`config.mk`:
```
export PLATFORM = sky130hd
export DESIGN_NAME = ticket_vend_fsm
export DESIGN_NICKNAME = d
export VERILOG_FILES = /design/src/rtl/ticket_vend_fsm.sv
export SDC_FILE = /design/constraint.sdc
export NUM_CORES = 1
export LEC_CHECK = 0
export CAP_MARGIN = 20
export CORE_ASPECT_RATIO = 1.5
export CORE_MARGIN = 3
export CORE_UTILIZATION = 50
export CTS_CLUSTER_DIAMETER = 150
export DETAILED_ROUTE_END_ITERATION = 7
export DONT_BUFFER_PORTS = 1
export GPL_TIMING_DRIVEN = 0
export PLACE_DENSITY_LB_ADDON = 0.25
export SLEW_MARGIN = 10
export SYNTH_ARGS = -nofsm -noshare
export SYNTH_HDL_FRONTEND = slang
export SYNTH_SLANG_ARGS = --single-unit
```
`constraint.sdc`:
```
create_clock -name clk -period 5.9 [get_ports clk]
set_input_delay 0.885 -clock clk [delete_from_list [all_inputs] [get_ports clk]]
set_output_delay 0.885 -clock clk [all_outputs]
set_load 0.005 [all_outputs]
```
`src/rtl/ticket_vend_fsm.sv`:
```
// Transaction controller for the train-ticket vending machine: credit tracking,
// one-cycle dispense and change handshake. Optional COLLECT auto-cancel via TICKET_TIMEOUT_EN.
module ticket_vend_fsm #(
  parameter int PRICE_A     = 5,
  parameter int PRICE_B     = 12,
  parameter int CREDIT_W    = 8,
  parameter int CREDIT_MAX  = 99,
  parameter int TIMEOUT_CYC = 1000000
) (
  input  logic                clk,
  input  logic                rst_n,
  input  logic                coin1_en,
  input  logic                coin5_en,
  input  logic                coin10_en,
  input  logic                sel_a_en,
  input  logic                sel_b_en,
  input  logic                cancel_en,
  input  logic                change_ack,
  output logic [CREDIT_W-1:0] credit,
  output logic [CREDIT_W-1:0] price,
  output logic                ticket,
  output logic                coin_reject,
  output logic                change_valid,
  output logic [CREDIT_W-1:0] change_amt,
  output logic [1:0]          state
);

  typedef enum logic [1:0] {
    S_IDLE     = 2'd0,
    S_COLLECT  = 2'd1,
    S_DISPENSE = 2'd2,
    S_CHANGE   = 2'd3
  } state_t;

  localparam logic [CREDIT_W:0]   COIN1_V  = (CREDIT_W+1)'(1);
  localparam logic [CREDIT_W:0]   COIN5_V  = (CREDIT_W+1)'(5);
  localparam logic [CREDIT_W:0]   COIN10_V = (CREDIT_W+1)'(10);
  localparam logic [CREDIT_W:0]   MAX_V    = (CREDIT_W+1)'(CREDIT_MAX);
  localparam logic [CREDIT_W-1:0] PRICE_AV = CREDIT_W'(PRICE_A);
  localparam logic [CREDIT_W-1:0] PRICE_BV = CREDIT_W'(PRICE_B);

  state_t              state_reg, state_next;
  logic [CREDIT_W-1:0] credit_reg, credit_next;
  logic [CREDIT_W-1:0] price_reg, price_next;
  logic [CREDIT_W-1:0] change_reg, change_next;
  logic                reject_reg, reject_next;
  logic [CREDIT_W:0]   coin_sum;
  logic [CREDIT_W:0]   credit_sum;
  logic                any_coin;
  logic                coin_accept;
  logic                timeout_hit;

  assign coin_sum   = (coin1_en  ? COIN1_V  : '0)
                    + (coin5_en  ? COIN5_V  : '0)
                    + (coin10_en ? COIN10_V : '0);
  assign credit_sum = {1'b0, credit_reg} + coin_sum;
  assign any_coin   = coin1_en | coin5_en | coin10_en;

`ifdef TICKET_TIMEOUT_EN
  localparam int CNT_W = $clog2(TIMEOUT_CYC + 1);
  logic [CNT_W-1:0] tmo_cnt_reg;

  // Held at zero outside COLLECT, so every entry into COLLECT starts a fresh count.
  always_ff @(posedge clk or negedge rst_n) begin
    if (!rst_n)                    tmo_cnt_reg <= '0;
    else if (state_reg != S_COLLECT) tmo_cnt_reg <= '0;
    else if (coin_accept)          tmo_cnt_reg <= '0;
    else                           tmo_cnt_reg <= tmo_cnt_reg + 1'b1;
  end

  assign timeout_hit = (state_reg == S_COLLECT) && (tmo_cnt_reg == CNT_W'(TIMEOUT_CYC - 1));
`else
  logic unused_timeout;
  assign timeout_hit    = 1'b0;
  assign unused_timeout = coin_accept ^ (TIMEOUT_CYC == 0);
`endif

  always_comb begin
    state_next  = state_reg;
    credit_next = credit_reg;
    price_next  = price_reg;
    change_next = change_reg;
    reject_next = any_coin;
    coin_accept = 1'b0;
    case (state_reg)
      S_IDLE: begin
        if (sel_a_en) begin
          price_next = PRICE_AV;
          state_next = S_COLLECT;
        end else if (sel_b_en) begin
          price_next = PRICE_BV;
          state_next = S_COLLECT;
        end
      end
      S_COLLECT: begin
        if (cancel_en || timeout_hit) begin
          // Abort: refund whatever was inserted; coins of this cycle stay rejected.
          if (credit_reg != '0) begin
            change_next = credit_reg;
            credit_next = '0;
            state_next  = S_CHANGE;
          end else begin
            price_next = '0;
            state_next = S_IDLE;
          end
        end else if (credit_sum <= MAX_V) begin
          reject_next = 1'b0;
          coin_accept = any_coin;
          credit_next = credit_sum[CREDIT_W-1:0];
          if (credit_sum >= {1'b0, price_reg})
            state_next = S_DISPENSE;
        end
      end
      S_DISPENSE: begin
        change_next = credit_reg - price_reg;
        credit_next = '0;
        if (credit_reg != price_reg) begin
          state_next = S_CHANGE;
        end else begin
          price_next = '0;
          state_next = S_IDLE;
        end
      end
      S_CHANGE: begin
        if (change_ack) begin
          change_next = '0;
          price_next  = '0;
          state_next  = S_IDLE;
        end
      end
      default: state_next = S_IDLE;
    endcase
  end

  always_ff @(posedge clk or negedge rst_n) begin
    if (!rst_n) begin
      state_reg  <= S_IDLE;
      credit_reg <= '0;
      price_reg  <= '0;
      change_reg <= '0;
      reject_reg <= 1'b0;
    end else begin
      state_reg  <= state_next;
      credit_reg <= credit_next;
      price_reg  <= price_next;
      change_reg <= change_next;
      reject_reg <= reject_next;
    end
  end

  assign credit       = credit_reg;
  assign price        = price_reg;
  assign change_amt   = change_reg;
  assign coin_reject  = reject_reg;
  assign ticket       = (state_reg == S_DISPENSE);
  assign change_valid = (state_reg == S_CHANGE);
  assign state        = state_reg;

endmodule

```
* After elaboration in Yosys (flattened, before gate mapping)
Index checks and enable logic that the tools add are counted.
Storage, ports and cells: output and inout port bits 29, bits of input ports 9, bits in registers 27
Operators by class: reduce and logical (&&, ||, !) cells 8, eq/ne operators 13, bitwise logic cells 2, mux-type cells 29, add/sub/neg operators 4, magnitude comparators 2
Operators with widths (number):
- $mux 8 | 11
- $pmux 8 s4 | 1
- $pmux 8 s3 | 1
- $mux 2 | 8
- $pmux 8 s2 | 1
- $ne 3x3->1 const B | 4
- $ne 2x2->1 const B | 5
- $add 8x5->9 | 1
- $ge 9x8->1 | 1
- $le 9x7->1 const B | 1
- $ne 8x8->1 | 1
- $pmux 2 s4 | 1
- $reduce_and 4->1 | 2
- $reduce_bool 8->1 | 1
- $sub 8x8->8 | 1
- $add 4x4->5 | 1
- $reduce_and 5->1 | 1
- $add 1x3->4 | 1
- $eq 2x2->1 const B | 2
- $mux 1 | 4
- $mux 4 | 1
- $mux 3 | 1
- $reduce_and 3->1 | 1
- $reduce_bool 3->1 | 1
- other kinds (4) | 5

* Depth between registers and ports, before layout
depth in word-level cells 9, depth in mapped cells 10, gate-level depth less buffers 10

* Least setup slack after synthesis
Ideal clock, no wire load.
kind input to register, start input port coin1_en, end register credit_reg[0] (netlist: credit[0]), cell stages on the path 9, data arrival time 3.265 ns, setup slack 2.510 ns, required time 5.775 ns, path buffers 0, cells stage by stage inv_1 fa_1 fa_1 nand2b_2 a211oi_2 xnor2_1 a41o_2 o31ai_4 mux2_2
On the way: longest elaborated chain between the ends 7, elaborated cells on any way between the ends 10, those cells by class add/sub (3); order compare (1); eq/ne (1); mux (4); reduce/logical (1)
RTL lines:
- from (decl) | line 12 | input logic coin1_en,
- $mux 1 * | line 53 | assign coin_sum = (coin1_en ? COIN1_V : '0)
- $add 1x3->4 * | line 54 | + (coin5_en ? COIN5_V : '0)
- $add 4x4->5 * | line 55 | + (coin10_en ? COIN10_V : '0);
- $add 8x5->9 * | line 56 | assign credit_sum = {1'b0, credit_reg} + coin_sum;
- $le 9x7->1 or $mux 8 (tied branches) | line 106 | end else if (credit_sum <= MAX_V) begin
- $ne 3x3->1 (no line) or $mux 8 (tied branches)
- $reduce_and 3->1 (no line) or $pmux 8 s2 (tied branches)
- to (signal assigned) | line 144 | credit_reg <= credit_next;
- to (decl) | line 43 | logic [CREDIT_W-1:0] credit_reg, credit_next;
Every way passes the cells marked *; elsewhere a longest branch is shown, timed or not. The select of a mux whose other input is x is not followed. A chain may end at the register's enable or synchronous reset.

* Worst setup path in the final report
start input port coin1_en, end register credit_reg[1] (netlist: credit[1])
Same word-level chain as after synthesis.

==> flow_summary.json <==
{
  "synth_cell_types": 42,
  "vias": 1448,
  "drtPass1Iterations": 4,
  "synth_area_leader_cell": "dfrtp_1",
  "grt_usage_pct": 21.6,
  "timing.fmax_mhz": 296,
  "grt-ovfl-total": 0,
  "clockBufferDepth": 2,
  "leakage_uw": 0.000833,
  "numPlacedInstances": 241,
  "path_class": "in -> reg",
  "hpwl_um": 3310,
  "clk_latency_ps": 260,
  "rsz0062_at_grt": "no",
  "cts-root-buf": "clkbuf_8",
  "cts_buffers": 3,
  "routedWlPerCell_um": 16.9,
  "drv_cap": 0,
  "ys_seq_elements": 22,
  "fin_cells": 245,
  "powerDensity_nw_per_um2": 520,
  "synthArstFlopShare_pct": 100,
  "holdWs_ps": 309,
  "cts_hold_buffers": 0,
  "synth_area_um2": 1700,
  "antenna_found_initial": 0,
  "post_cts_buffers": 0,
  "slew_viol_final": 0,
  "wl_um": 4150,
  "htree_num_levels": 1,
  "synth_flop_cell": "dfrtp_1",
  "clock-sinks": 22,
  "core_area_um2": 3220,
  "port-buffer-count": 0,
  "grt_max_degree": 23,
  "tritoncts": "done",
  "synth_most_common_cell": "dfrtp_1",
  "peakVddDrop_mv": 0.246,
  "ys_seq_area_share_pct": 32.3,
  "initial_utilization_pct": 52.9,
  "finalClockSkew_ps": 2.53,
  "fin_area_um2": 1820,
  "final_util_pct": 56.6,
  "fin_crit_sh_pct": 57.3,
  "drt_iter0_markers": 55,
  "finalSetupViolations": 0,
  "clkTransAtPathRegs_ps": 80,
  "synth_area_leaders": "dfrtp_1 (32%), ha_1 (7.3%), mux2_2 (4.6%)",
  "viasPerCell": 5.91,
  "ys_top_cells_by_count": "dfrtp_1 (22), nor2_1 (18), nand2_1 (16)",
  "grt_pass1_wl_um": 6880,
  "syn2layout_area_growth_pct": 7.05,
  "dpl_cell_area_um2": 1770,
  "setup_tns_ps": 0,
  "drc": 0,
  "filler_cell_count": 285,
  "critPathRequiredTime_ps": 6050,
  "cp-start-kind": "primary input",
  "hp-class": "in -> async",
  "worstPathArrival_ps": 3530,
  "die-height_um": 77.5,
  "drive_gt1_share_pct": 14.1,
  "die_area_um2": 4160,
  "place.gp.congestion": 0.917,
  "grt_pass1_vias": 1467,
  "synth_top_area_share_pct": 32.3,
  "cts_resized": 0,
  "ant_nets": 0,
  "rows": 25,
  "status": "completed",
  "end_kind": "flip-flop",
  "synth-edff-count": 0,
  "die_w_um": 53.7,
  "cp_max_fo": 7,
  "io-pin-count": 38,
  "min_period_ps": 3380,
  "yosys_warnings": 0,
  "syn_inst": 197,
  "antennaDiodeCount": 0,
  "hold_viol": 0,
  "syn_area_per_cell_um2": 8.65,
  "nNetsFinal": 227
}
[worst max-delay path: stages]
cell,delay (ps)
inv_1,50
fa_1,470
fa_1,460
nand2b_2,240
a211oi_2,220
xnor2_1,160
a41o_2,290
o31ai_4,370
mux2_2,390
[per-layer routing]
layer	vias up	GRT usage, %	wire length (µm)
met5	-	0	0
met4	0	7.67	63
met3	6	3.45	271
met2	47	38.0	2210
met1	694	24.9	1610
li1	701	-	-
[cells by family after synthesis]
group	count (synthesis)	share of synthesized area, %
compound gates	51	20.4
xor+xnor	11	5.65
fa+ha+maj	12	9.69
buf+inv	24	6.83
flops	22	32.3
mux	7	4.63
other cells	1	0.220
simple gates	69	20.3
[cell usage in the layout, fill, tap and decap left out, types with 6 or more instances in the layout]
| cell type | count |
|---|---|
| a31oi_1 | 6 |
| inv_1 | 14 |
| nor2_1 | 18 |
| xnor2_1 | 7 |
| ha_1 | 10 |
| o21ai_0 | 12 |
| a21oi_1 | 13 |
| dfrtp_1 | 22 |
| buf_4 | 6 |
| nor3_1 | 6 |
| mux2_2 | 7 |
| nand2_1 | 16 |
[through the flow]
step / power, µW / setup slack (ps)
after floorplan: 706 / 2510
after CTS: 948 / 2510
final: 949 / 2520
after detailed placement: 835 / 2240
after global routing: 1040 / 2410
after global placement: 816 / 2260
[path summary, 6_finish.rpt]
path,start,end,slack (ps),cells past startpoint
min,rst_n,credit[2]$_DFFE_PN0P_,310,0
max reg2reg,credit[0]$_DFFE_PN0P_,credit[1]$_DFFE_PN0P_,2680,9
max in group asynchronous,rst_n,state[1]$_DFFE_PN0P_,5520,0
min in group clk,change_amt[4]$_DFFE_PN0P_,change_amt[4]$_DFFE_PN0P_,510,2
max,coin1_en,credit[1]$_DFFE_PN0P_,2520,9
min reg2reg,change_amt[4]$_DFFE_PN0P_,change_amt[4]$_DFFE_PN0P_,510,2
[power by group]
| group | switching, µW | internal [µW] | total [µW] | leakage [µW] |
|---|---|---|---|---|
| registers | 58.8 | 202 | 260 | 0.000286 |
| logic | 341 | 240 | 581 | 0.000518 |
| clock network | 48.9 | 59.4 | 108 | 0.0000288 |
| total | 449 | 501 | 949 | 0.000833 |
[final cells by class]
type | instances | area (µm²) | area share [%]
buffer | 9 | 60.1 | 3.29
multi-input combinational | 155 | 1050 | 57.7
tap | 40 | 50.0 | 2.74
inverter | 15 | 56.3 | 3.09
sequential | 22 | 551 | 30.2
clock buffer | 4 | 55.1 | 3.02
Power figures use the tool's default switching activity.
